===== src/rtl/svmod_ctrl.sv =====
// Purpose: merges OCD/ICE break requests and sequences CPU/peripheral-group stop and release.
// Latency: every output is registered, one cycle after the sampled inputs.
// Backpressure: the stop handshake waits on PERIACK of all masked groups and is never aborted.
module svmod_ctrl #(
  parameter int NPERI = 4,
  parameter int CW    = 4
) (
  input  logic             CLK,
  input  logic             RESB,
  input  logic             SVSTOPICE,
  input  logic             SVMODI,
  input  logic [NPERI-1:0] SVPERIICE,
  input  logic [NPERI-1:0] SVMODIPERI,
  input  logic             SVMODOPBRK,
  input  logic [NPERI-1:0] PERIMSK,
  input  logic [NPERI-1:0] PERIACK,
  input  logic [CW-1:0]    RELCNT,
  input  logic             MONMD,
  input  logic             SVMOD,
  input  logic             STBRELE,
  input  logic             STBRELESV,
  input  logic             STBACK,
  output logic             SVSTOP,
  output logic [NPERI-1:0] SVPERI,
  output logic [NPERI-1:0] SVPERIOPBRK,
  output logic             STOPACK,
  output logic             MONSVMOD,
  output logic             STBRELEICE
);

  typedef enum logic [1:0] {
    ST_RUN      = 2'd0,
    ST_STOP     = 2'd1,
    ST_STOPPED  = 2'd2,
    ST_RELEASE  = 2'd3
  } state_t;

  localparam logic [CW-1:0] CNT_ONE = CW'(1);

  state_t           state_q, state_d;
  logic [CW-1:0]    cnt_q, cnt_d;
  logic             svstop_q, svstop_d;
  logic             stopack_q, stopack_d;
  logic [NPERI-1:0] svperi_q, svperi_d;
  logic [NPERI-1:0] opbrk_q, opbrk_d;
  logic             monsv_q, monsv_d;
  logic             stbrel_q, stbrel_d;

  logic             brkreq;
  logic             ackall;
  logic [NPERI-1:0] grpstop;

  // Break request merge and "every masked group has stopped" reduction.
  always_comb begin
    brkreq = SVSTOPICE | SVMODI;
    ackall = &(PERIACK | ~PERIMSK);
  end

  // Stop/release sequencer: next state, CPU stop, stop acknowledge and release delay counter.
  always_comb begin
    state_d   = state_q;
    cnt_d     = cnt_q;
    svstop_d  = svstop_q;
    stopack_d = stopack_q;
    unique case (state_q)
      ST_RUN: begin
        if (brkreq) begin
          state_d  = ST_STOP;
          svstop_d = 1'b1;
        end
      end
      ST_STOP: begin
        // Once started, a stop completes even if the request has already gone away.
        if (ackall) begin
          state_d   = ST_STOPPED;
          stopack_d = 1'b1;
        end
      end
      ST_STOPPED: begin
        if (!brkreq) begin
          state_d   = ST_RELEASE;
          stopack_d = 1'b0;
          cnt_d     = RELCNT;
        end
      end
      ST_RELEASE: begin
        // Peripherals are already running; the CPU is held until the delay expires.
        if (brkreq) begin
          state_d = ST_STOP;
        end else if (cnt_q == '0) begin
          state_d  = ST_RUN;
          svstop_d = 1'b0;
        end else begin
          cnt_d = cnt_q - CNT_ONE;
        end
      end
      default: begin
        state_d = ST_RUN;
      end
    endcase
  end

  // Group stop follows the state being entered so SVPERI moves together with SVSTOP/STOPACK.
  always_comb begin
    grpstop = '0;
    if ((state_d == ST_STOP) || (state_d == ST_STOPPED)) begin
      grpstop = PERIMSK;
    end
  end

  // Pass-through stop lines, monitor flag and held standby release (set beats clear).
  always_comb begin
    svperi_d = grpstop | SVPERIICE | SVMODIPERI;
    opbrk_d  = SVPERIICE | ({NPERI{SVMODOPBRK}} & PERIMSK);
    monsv_d  = MONMD | SVMOD;
    stbrel_d = stbrel_q;
    if (STBRELE || STBRELESV) begin
      stbrel_d = 1'b1;
    end else if (STBACK) begin
      stbrel_d = 1'b0;
    end
  end

  // State and output registers; reset returns to RUN with all outputs low.
  always_ff @(posedge CLK or negedge RESB) begin
    if (!RESB) begin
      state_q   <= ST_RUN;
      cnt_q     <= '0;
      svstop_q  <= 1'b0;
      stopack_q <= 1'b0;
      svperi_q  <= '0;
      opbrk_q   <= '0;
      monsv_q   <= 1'b0;
      stbrel_q  <= 1'b0;
    end else begin
      state_q   <= state_d;
      cnt_q     <= cnt_d;
      svstop_q  <= svstop_d;
      stopack_q <= stopack_d;
      svperi_q  <= svperi_d;
      opbrk_q   <= opbrk_d;
      monsv_q   <= monsv_d;
      stbrel_q  <= stbrel_d;
    end
  end

  assign SVSTOP      = svstop_q;
  assign SVPERI      = svperi_q;
  assign SVPERIOPBRK = opbrk_q;
  assign STOPACK     = stopack_q;
  assign MONSVMOD    = monsv_q;
  assign STBRELEICE  = stbrel_q;

endmodule


===== config.mk =====
export PLATFORM = sky130hd
export DESIGN_NAME = svmod_ctrl
export DESIGN_NICKNAME = d
export VERILOG_FILES = /design/src/rtl/svmod_ctrl.sv
export SDC_FILE = /design/constraint.sdc
export NUM_CORES = 1
export LEC_CHECK = 0
export ABC_AREA = 1
export CAP_MARGIN = 20
export CORE_ASPECT_RATIO = 0.7
export CORE_MARGIN = 4
export CORE_UTILIZATION = 40
export DETAILED_ROUTE_END_ITERATION = 10
export GPL_TIMING_DRIVEN = 0
export MAX_ROUTING_LAYER = met4
export PLACE_DENSITY_LB_ADDON = 0.2
export SLEW_MARGIN = 20
export SYNTH_ARGS = -nofsm -noshare
export SYNTH_HDL_FRONTEND = slang
export SYNTH_SLANG_ARGS = --single-unit
export TNS_END_PERCENT = 1

===== constraint.sdc =====
create_clock -name CLK -period 1.6 [get_ports CLK]
set_clock_uncertainty 0.15 [all_clocks]
set_input_delay 0.32 -clock CLK [delete_from_list [all_inputs] [get_ports CLK]]
set_output_delay 0.32 -clock CLK [all_outputs]
set_load 0.05 [all_outputs]

==> results.md, run 1 <==
* Final WL at roughly 2500 um
* Outcome: complete, no violations
* First-pass GRT wire length at roughly 3900 um
* Routability cong. at 0.767
* Met2 usage at roughly 28%
* Residual antenna-violating net count after detailed routing at 0
* Reg-to-reg endpoint: cnt_q[2]
* Post-route non-filler standard cell count at between 150 and 200
* Number of global-route vias before repair at 832
* Nets@finish at around 190
* Max Fclk at between 600 and 700 MHz
* Worst Path Arrival at between 1.5 and 2 ns
* Syn Inst Count at 106
* Count of clock tree sinks at 18
* Number of antenna cells inserted at 0
* Synth top area cells: dfrtp_1, nand2_1, nor2_1, inv_1, nand2_2
* DR DRC count at 0
* Layout cells sized above 1 at between 20% and 30%
* Post-synthesis sequential area ratio at about half
* Placement-stage cell area at ~1400 um^2
* Mean Syn Cell Area at about 8.7 um^2
* Latest clock arrival within the worst-skew pair at around 0.3 ns
* CTS H-tree depth at 1
* Core Region at 2170 um^2
* Clock root buffer master: clkbuf_4
* Worst Path Max Fanout at 8
* Final hold vios at 0
* GRT Overall Usage at 17.2%
* Via count at 860
* Area Overhead vs Synth at 61.0%
* Synth Register Bits at 18
* Wire per inst at roughly 14 um
* Busiest layer in global routing: met2
* Cell with the most instances after synthesis: nand2_1
* DRC violation total after the first TritonRoute iteration at a little over 40
* CTS tree: built
* Final worst path period share at a little over nine tenths
* Critical path class: reg2reg
* Main synth FF type: dfrtp_1
* RSZ-0062 raised after global routing: true
* Starting Density at ~42%
* Pwr/cell area at between 1000 and 1500 nW/um^2
* Die height at around 48 um
* WP data required at 1.65 ns
* Synth top area share at between 40% and 50%
* Overall overflow remaining after global route at 0
* RR Startpoint: cnt_q[0]
* Min cycle time layout at about 1.6 ns
* Initial antenna violation count at 0
* Maxcap violations at 0
* Reg clk slew, reported paths at between 0.1 and 0.15 ns
* Distinct cells, synth at 24
* Slew Limit Fails at 0
* Placed cells at between 150 and 200
* Post-Syn Area at about 920 um^2
* Maximum clock path buffer count at 2
* Final core utilization at 68.3%
* Rel. slew slack at around 46%
* Leakage power figure at 0.679 nW
* Flop-to-flop setup slack at between 0.03 and 0.04 ns
* Endpoints failing setup at 0
* Die width at about 65 um
* Routed vias/inst at between 4 and 5
* Ys async rst share at 100%
* Startpoint types: flip-flop
* Maximum VDD drop at around 690 uV
* Standard-cell row count at 14
* Hold WC Path Type: in2async
* Area leader, netlist: dfrtp_1
* Met3 usage at 5.99%
* PortBufs at 41
* Design Power at a little over 2 mW
* CTS buffer count at 3
* Top-level port count at 42
* R2r worst-path depth at 9
* Post-DP HPWL at ~1800 um
* Worst Tran Pin Value at between 0.8 and 0.9 ns
* DR pass1 iterations at 5
* Die area at 3150 um^2
* Largest net degree at the start of global routing at 19
* Post-synth EDFFs at 0
* Hold buffer count at cts at 0
* Net Count, Synth at ~140
* GRT met1 Usage at 20.6%
* Endpoint class of the critical path: flip-flop
* Synth warnings at 0
* Top post-synthesis cells by count: nand2_1, dfrtp_1, nor2_1
* Post-Layout Inst Area at roughly 1500 um^2
per-stage QoR:
| stage | TNS (ns) | worst slack [ns] | hold WS (ns) |
|---|---|---|---|
| 2_1_floorplan | 0 | 0.0987 | -0.126 |
| 3_3_place_gp | -1.37 | -0.197 | 0.320 |
| 3_5_place_dp | -1.79 | -0.245 | 0.323 |
| 4_1_cts | -0.0289 | -0.0289 | 0.345 |
| 5_1_grt | -0.403 | -0.0763 | 0.394 |
| 6_report | 0 | 0.0310 | 0.321 |
state kept, by name, indices dropped and copies added (netlist names):
name and cells:
SVPERI 4, state_q 2, SVPERIOPBRK 4, STBRELEICE 1, SVSTOP 1, cnt_q 4
MONSVMOD 1, STOPACK 1
layer usage:
metal | vias up | routed length (um)
met1 | 394 | 1050
li1 | 434 | -
met4 | 0 | 17
met3 | 2 | 173
met2 | 30 | 1290
met5 | - | 0
cell families after synthesis:
family,Yosys count,share of synthesized area (%)
adders and majority gates,1,1.36
DFF,18,48.9
xor gates and xnor gates,1,0.951
AOI/OAI and AO/OA,19,13.7
and+or+nand+nor,52,27.9
buffers and inverters,15,7.20
critical path, stage by stage (launching register included):
cell and delay (ns):
dfrtp_1 0.37, inv_2 0.06, ha_4 0.17, nand2_4 0.06, nor2_4 0.04, buf_6 0.11, o21ai_4 0.26, o21ai_1 0.11
nand2_1 0.07, o21ai_1 0.05
cells in the final DEF, fill, tap and decap left out:
master	synthesis	layout
a21o_1	4	4
a21oi_1	1	1
buf_4	0	3
buf_6	1	2
clkbuf_2	0	1
clkbuf_4	0	3
clkbuf_8	0	1
clkdlybuf4s15_2	0	11
clkdlybuf4s50_1	0	29
dfrtp_1	18	18
ha_4	0	1
inv_1	10	8
inv_2	3	4
inv_4	1	2
nand2_1	23	23
nand2_2	6	5
nand2_4	1	2
nand3_1	6	4
nand3_2	1	3
nor2_1	11	10
nor2_2	0	1
nor2_4	3	3
o211ai_1	1	1
o21ai_0	6	6
o21ai_1	3	3
o21ai_2	1	1
o21ai_4	1	1
o22ai_1	1	1
o31ai_1	1	1
or2_2	1	1
xor2_1	1	1
how the worst max path moves through the flow:
stage / from / cells after the start / slack (ns) / to
2_1_floorplan: cnt_q[0] / 11 / 0.1 / SVPERI[0]
3_3_place_gp: SVMODI / 7 / -0.20 / SVPERI[1]
3_5_place_dp: PERIACK[0] / 11 / -0.25 / SVPERI[2]
4_1_cts: MONSVMOD / 1 / -0.03 / MONSVMOD
5_1_grt: cnt_q[0] / 9 / -0.08 / cnt_q[2]
6_report: cnt_q[0] / 9 / 0.03 / cnt_q[2]
power by group:
| part | internal [mW] | leakage (nW) | switching [mW] |
|---|---|---|---|
| clock network | 0.139 | 0.0210 | 0.152 |
| registers | 0.569 | 0.194 | 0.0809 |
| logic | 0.455 | 0.463 | 0.668 |
| total | 1.16 | 0.679 | 0.901 |
timing repair:
item / in CTS / in global routing
gates cloned: 0 / 0
resized for setup: 39 / 7
setup buffers: 1 / 3
pin swaps: 3 / 6
endpoints found under the setup margin: 16 / 9
layout make-up:
type	count	area, um^2
fillers	190	689
repair buffers	45	453
clock buffers	4	36.3
plain buffers	1	11.3
well taps	32	40.0
multi-input cells	73	434
flip-flops and latches	18	450
inverters	14	57.6
No activity file was read; power rests on OpenSTA's default activity.
==> inputs of run 2 (changes only) <==
Settings changed: SLEW_MARGIN 20 to not set.
==> results of run 2 <==
No change in the layout: final DEF, timing and power equal those of run 1.
